[config.mk]
export PLATFORM = sky130hd
export DESIGN_NAME = project_period_counter_gen2
export DESIGN_NICKNAME = d
export VERILOG_FILES = /design/src/rtl/project_period_counter_gen2.sv
export SDC_FILE = /design/constraint.sdc
export NUM_CORES = 1
export LEC_CHECK = 0
export BUFFER_PORTS_ARGS = -buffer_cell sky130_fd_sc_hd__buf_2
export CAP_MARGIN = 10
export CORE_MARGIN = 2
export CORE_UTILIZATION = 40
export CTS_BUF_LIST = sky130_fd_sc_hd__clkbuf_4 sky130_fd_sc_hd__clkbuf_8
export CTS_CLUSTER_DIAMETER = 200
export DETAILED_ROUTE_END_ITERATION = 8
export PLACE_DENSITY_LB_ADDON = 0.3
export SLEW_MARGIN = 25
export SYNTH_ARGS = -nofsm -noshare
export SYNTH_HDL_FRONTEND = slang
export SYNTH_SLANG_ARGS = --single-unit
[constraint.sdc]
create_clock -name i_clk -period 7.7 [get_ports i_clk]
set_input_delay 1.54 -clock i_clk [delete_from_list [all_inputs] [get_ports i_clk]]
set_output_delay 1.54 -clock i_clk [all_outputs]
set_load 0.1 [all_outputs]
[src/rtl/project_period_counter_gen2.sv]
// ---------------------------------------------------------------------------
// project_period_counter_gen2
//
// PWM timebase counter that can act as a master or as a synchronised slave.
// It counts up, down or up-down against an active period register. That
// register is reloaded from a shadow copy only at period boundaries, so a
// period change never cuts a period short. A prescaler divides the count
// rate. An external sync pulse can phase-load the counter, and a selectable
// one-clock sync pulse is generated for downstream compare units.
//
// Parameters
//   WIDTH           counter / period / compare width
//   PRESCALE_W      prescaler width
//
// Ports
//   i_clk           clock, all state changes on the rising edge
//   i_reset         synchronous active-high reset
//   i_en            counter enable
//   i_mode          00 hold, 01 up, 10 down, 11 up-down
//   i_period        value written into the shadow period register
//   i_period_wr     shadow write strobe
//   i_prescale      counter advances once every i_prescale+1 running clocks
//   i_sync_en       enables o_sync generation
//   i_sync_sel      o_sync source: 00 none, 01 zero, 10 compare_b, 11 period
//   i_compare_b     compare value for sync source 10
//   i_sync_in       external sync pulse
//   i_sync_in_en    enables i_sync_in
//   i_phase         value loaded on an accepted sync-in (clamped to period)
//   o_count         current count
//   o_count_next    value o_count takes at the next tick (combinational)
//   o_dir           0 counting up, 1 counting down
//   o_period_active active period register
//   o_sync          one-clock sync pulse
// ---------------------------------------------------------------------------
module project_period_counter_gen2 #(
  parameter int WIDTH      = 16,
  parameter int PRESCALE_W = 8
) (
  input  logic                  i_clk,
  input  logic                  i_reset,
  input  logic                  i_en,
  input  logic [1:0]            i_mode,
  input  logic [WIDTH-1:0]      i_period,
  input  logic                  i_period_wr,
  input  logic [PRESCALE_W-1:0] i_prescale,
  input  logic                  i_sync_en,
  input  logic [1:0]            i_sync_sel,
  input  logic [WIDTH-1:0]      i_compare_b,
  input  logic                  i_sync_in,
  input  logic                  i_sync_in_en,
  input  logic [WIDTH-1:0]      i_phase,
  output logic [WIDTH-1:0]      o_count,
  output logic [WIDTH-1:0]      o_count_next,
  output logic                  o_dir,
  output logic [WIDTH-1:0]      o_period_active,
  output logic                  o_sync
);

  typedef enum logic [1:0] {
    MODE_HOLD   = 2'b00,
    MODE_UP     = 2'b01,
    MODE_DOWN   = 2'b10,
    MODE_UPDOWN = 2'b11
  } mode_e;

  typedef enum logic [1:0] {
    SYNC_NONE   = 2'b00,
    SYNC_ZERO   = 2'b01,
    SYNC_CMP    = 2'b10,
    SYNC_PERIOD = 2'b11
  } sync_sel_e;

  localparam logic [WIDTH-1:0]      CNT_ONE = WIDTH'(1);
  localparam logic [PRESCALE_W-1:0] PRE_ONE = PRESCALE_W'(1);

  mode_e                  mode;
  sync_sel_e              sync_sel;

  logic [WIDTH-1:0]       count_q;
  logic [WIDTH-1:0]       period_active_q;
  logic [WIDTH-1:0]       shadow_q;
  logic [PRESCALE_W-1:0]  prescale_q;
  logic                   dir_q;
  logic                   sync_q;

  logic                   running;
  logic                   tick;
  logic                   sync_accept;
  logic [WIDTH-1:0]       count_next;
  logic                   dir_next;
  logic                   period_event;
  logic                   sync_match;
  logic [WIDTH-1:0]       phase_load;

  assign mode     = mode_e'(i_mode);
  assign sync_sel = sync_sel_e'(i_sync_sel);

  assign running     = i_en && (mode != MODE_HOLD);
  assign tick        = running && (prescale_q == i_prescale);
  // A sync-in load wins over a tick landing in the same cycle.
  assign sync_accept = running && i_sync_in && i_sync_in_en;

  // Phase loads are clamped so a slave never sits outside its period.
  assign phase_load = (i_phase > period_active_q) ? period_active_q : i_phase;

  // Next-count rules. The comparisons use ">=" / ">" rather than "==" so a
  // counter left above a shrunken period (e.g. after a mode change) still
  // wraps instead of running off to 2^WIDTH.
  // NOTE: every signal assigned here gets a default first, so no path can
  // leave it unassigned and infer a latch.
  always_comb begin
    count_next   = count_q;
    dir_next     = dir_q;
    period_event = 1'b0;
    case (mode)
      MODE_UP: begin
        dir_next = 1'b0;
        if (count_q >= period_active_q) begin
          count_next   = '0;
          period_event = 1'b1;
        end else begin
          count_next = count_q + CNT_ONE;
        end
      end
      MODE_DOWN: begin
        dir_next = 1'b1;
        if (count_q == '0 || count_q > period_active_q) begin
          count_next   = shadow_q;
          period_event = 1'b1;
        end else begin
          count_next = count_q - CNT_ONE;
        end
      end
      MODE_UPDOWN: begin
        if (!dir_q) begin
          // Turn at the top without repeating the peak value.
          if (count_q >= period_active_q) begin
            count_next = (period_active_q == '0) ? '0 : period_active_q - CNT_ONE;
            dir_next   = 1'b1;
          end else begin
            count_next = count_q + CNT_ONE;
          end
        end else begin
          // The period boundary of a triangle is its valley.
          if (count_q == '0) begin
            count_next   = (shadow_q == '0) ? '0 : CNT_ONE;
            dir_next     = 1'b0;
            period_event = 1'b1;
          end else begin
            count_next = count_q - CNT_ONE;
          end
        end
      end
      default: begin
        count_next = count_q;
        dir_next   = dir_q;
      end
    endcase
  end

  always_comb begin
    sync_match = 1'b0;
    case (sync_sel)
      SYNC_ZERO:   sync_match = (count_next == '0);
      SYNC_CMP:    sync_match = (count_next == i_compare_b);
      SYNC_PERIOD: sync_match = (count_next == period_active_q);
      default:     sync_match = 1'b0;
    endcase
  end

  // NOTE: all state uses non-blocking assignments and a synchronous reset,
  // so every register samples the same pre-edge values.
  always_ff @(posedge i_clk) begin
    if (i_reset) begin
      count_q         <= '0;
      dir_q           <= 1'b0;
      shadow_q        <= '0;
      period_active_q <= '0;
      prescale_q      <= '0;
      sync_q          <= 1'b0;
    end else begin
      if (i_period_wr) begin
        shadow_q <= i_period;
      end

      if (!running) begin
        // While stopped the period is free to follow the shadow, so a
        // fresh configuration is in force as soon as counting starts.
        prescale_q      <= '0;
        period_active_q <= shadow_q;
        sync_q          <= 1'b0;
      end else if (sync_accept) begin
        count_q    <= phase_load;
        prescale_q <= '0;
        sync_q     <= 1'b0;
        if (mode == MODE_UPDOWN) begin
          if (phase_load == period_active_q) begin
            dir_q <= 1'b1;
          end else if (phase_load == '0) begin
            dir_q <= 1'b0;
          end
        end
      end else if (tick) begin
        count_q    <= count_next;
        dir_q      <= dir_next;
        prescale_q <= '0;
        sync_q     <= i_sync_en && sync_match;
        if (period_event) begin
          period_active_q <= shadow_q;
        end
      end else begin
        prescale_q <= prescale_q + PRE_ONE;
        sync_q     <= 1'b0;
      end
    end
  end

  assign o_count         = count_q;
  assign o_count_next    = count_next;
  assign o_dir           = dir_q;
  assign o_period_active = period_active_q;
  assign o_sync          = sync_q;

endmodule

==> metrics.md <==
| Metric | Value |
|---|---|
| Status | `finished, final reports clean` |
| Clock skew | `0.0107 ns` |
| Top FF cell, synth | `dfxtp_1` |
| Core Region | `15000 um2` |
| Number of vias per cell | `6.38` |
| Area leader, netlist | `dfxtp_1` |
| Vias in the first global route | `6597` |
| Routed WL | `27300 um` |
| Register Area | `1160 um2` |
| Crit path launch type | `register` |
| Hold path startpoint | `prescale_q[0]` |
| Crit end category | `output port` |
| Max-slew violation count | `0` |
| Max_cap viols | `0` |
| Final GP Congestion | `1.03` |
| Io pins | `117` |
| PwrDens | `195 nW/um2` |
| Reg-to-reg startpoint | `o_period_active[6]` |
| Antenna violations before repair | `0` |
| Syn Nets | `941` |
| Worst Tran Pin Value | `0.908 ns` |
| Avg WL per Cell | `24.5 um` |
| Syn-to-layout area delta | `14.4%` |
| Static leakage | `3.01 nW` |
| Hold Vio Cnt, Final | `0` |
| Yosys top cell area share | `0.191` |
| Largest net degree at the start of global routing | `51` |
| DR vias | `7097` |
| Min Hold Slack | `0.492 ns` |
| Final ANT Viol Nets | `0` |
| Slew headroom | `0.393` |
| CTS tree | `built` |
| Die footprint | `16200 um2` |
| RSZ-0062 raised after global routing | `false` |
| Filler instances | `1536` |
| Worst path required time | `6.16 ns` |
| Worst flop-to-flop path endpoint | `o_sync` |
| Yosys reg bits | `58` |
| Gr usage total | `0.333` |
| Remaining Overflow, GRT | `0` |
| Clock Tree Buf Depth | `2` |
| Diodes inserted | `0` |
| First-pass GRT wire length | `40700 um` |
| First-pass DRT Iterations | `5` |
| Worst-path fanout max | `19` |
| Cts bufs inserted | `9` |
| Synthesized area per cell | `7.29 um2` |
| Critical Path AT | `4.49 ns` |
| Hold Path Depth | `1` |
| CTS Hold Bufs | `0` |
| Row count | `45` |
| DR iter-0 viols | `803` |
| Worst-path clk slew | `0.07 ns` |
| Chip height | `127 um` |
| Worst Hold Path EP | `prescale_q[0]` |
| H-tree depth | `3` |
| Post-synthesis simple-gate area fraction | `0.274` |
| Port Buf Inserts | `116` |
| Mapped Area | `6090 um2` |
| Setup TNS | `0 ns` |
| Synth cell types | `79` |
| Post-route minimum period | `6.03 ns` |
| Final setup vio count | `0` |
| R2r setup slk | `3.23 ns` |
| Post-synth top cells | `nor2_1 (112), nand2_1 (78), a21oi_1 (71), dfxtp_1 (58), o21ai_0 (41)` |
| Worst Path Class, Setup | `reg2out` |
| Clk_lat worst skew | `0.36 ns` |
| Synth Area in Compound Gates | `0.240` |
| Max Clock Freq | `0.166 GHz` |
| Postcts setup bufs | `0` |
| HP Class | `reg2reg` |
| Post-CTS Resized | `0` |
| Largest family of logic cells by synthesized area | `simple AND/OR/NAND/NOR gates` |
| Share of cells above drive strength 1 | `0.189` |
| R2r worst-path depth | `13` |
| Die width | `127 um` |
| Largest cells by area after synthesis | `dfxtp_1 (19%), ha_1 (7.8%), nor2_1 (6.9%), mux2i_1 (5.9%), a21oi_1 (5.8%)` |
| Area taken by multi-input logic gates | `4590 um2` |
| Clock sinks | `58` |
| Clk root buf | `clkbuf_8` |
| DP Wirelength | `20700 um` |
| Yosys warns | `0` |
| Drc violations | `0` |
| Number of synthesized flops with an enable pin | `0` |
| Asr flop ratio synth | `0` |
| Final period utilization | `0.783` |
| Max VDD drop | `0.000102 V` |
| Initial core utilization | `0.405` |
| XOR/XNOR Fraction of Synth Area | `0.0963` |
| Cells after Synth | `836` |
| Seq/Total Area, Yosys | `0.191` |
| Post-synthesis adder-cell area fraction | `0.0780` |
| Final net count | `1024` |
| Mux contribution to synthesized area | `0.0628` |
| Most common cell in the synthesized netlist | `nor2_1` |
worst max path at each step:
stage | startpoint | to | slack [ns] | depth (start not counted)
2_1_floorplan | o_period_active[11] | o_count_next[13] | 1.26 | 11
3_3_place_gp | i_mode[0] | o_count_next[6] | 2.01 | 10
3_5_place_dp | i_mode[0] | o_count_next[6] | 1.99 | 10
4_1_cts | o_period_active[1] | o_count_next[13] | 1.77 | 9
5_1_grt | o_period_active[1] | o_count_next[13] | 1.57 | 9
6_report | o_period_active[1] | o_count_next[13] | 1.67 | 9
cell usage in the layout, fill, tap and decap left out, types with 4 or more instances in the layout:
cell	n
and2_1	4
xnor2_1	37
o22ai_1	4
or4_1	4
mux2i_1	36
o21ai_0	41
nor3_1	20
inv_1	24
o32ai_1	5
o31ai_1	5
a22oi_1	15
a31oi_1	5
or3_1	6
nand4_1	24
nand2_1	78
xor2_1	30
nor4_1	24
dfxtp_1	58
buf_4	11
and3_1	8
nand3_1	26
o21a_1	6
ha_1	38
a21o_1	10
nor2_1	111
buf_2	116
o211ai_1	4
a21oi_1	71
nor2b_1	4
clkbuf_8	10
a211oi_1	9
cells by family (layout without fill, tap and decap cells):
logic type	after synthesis	in the layout
flip-flops	58	58
XOR/XNOR	67	67
multiplexers	38	38
buffers and inverters	81	169
AO/OA/AOI/OAI	219	219
AND/OR/NAND/NOR	335	335
adder cells (fa/ha/maj)	38	38
metal layers:
layer	vias up	global-route usage	routed length (um)
met1	3276	0.449	11100
met5	-	0	0
met2	494	0.495	11500
met4	0	0.178	1560
met3	97	0.0729	3140
li1	3230	-	-
sequential cells by signal, summed over array words and instances, names as in the netlist:
signal and count:
o_sync 1, o_period_active 16, shadow_q 16, prescale_q 8, o_dir 1, o_count 16
where the power goes:
group	internal, W	leakage [nW]	switching, W
clock network	0.000194	0.113	0.000139
logic	0.000188	2.42	0.000496
registers	0.000311	0.472	0.0000280
total	0.000693	3.01	0.000664
area by class of cell:
class | instances | share of cell area
multi-input combinational | 697 | 0.659
sequential | 58 | 0.167
timing repair buffer | 127 | 0.0951
tap | 188 | 0.0337
clock buffer | 11 | 0.0208
inverter | 26 | 0.0140
clock inverter | 5 | 0.0111
worst max-delay path: stages (launching register included):
cell and delay, ns:
dfxtp_1 0.59, inv_1 0.25, ha_1 0.34, nor2b_1 0.13, o211a_1 0.22, o31a_2 0.38, or3_1 0.67, o311ai_1 0.63
a2bb2oi_1 0.42, buf_2 0.50
stage by stage:
| stage | cell area, um2 | std cells | power (W) | util | setup slack (ns) |
|---|---|---|---|---|---|
| 5_1_grt | 6970 | 1112 | 0.00140 | 0.464 | 1.57 |
| 4_1_cts | 6970 | 1112 | 0.00134 | 0.464 | 1.77 |
| 6_report | 6970 | 1112 | 0.00136 | 0.464 | 1.67 |
| 2_1_floorplan | 6090 | 836 | 0.000842 | - | 1.26 |
| 3_3_place_gp | 6750 | 1096 | 0.00102 | 0.449 | 2.01 |
| 3_5_place_dp | 6750 | 1096 | 0.00101 | 0.449 | 1.99 |
(Power assumes the default switching activity.)
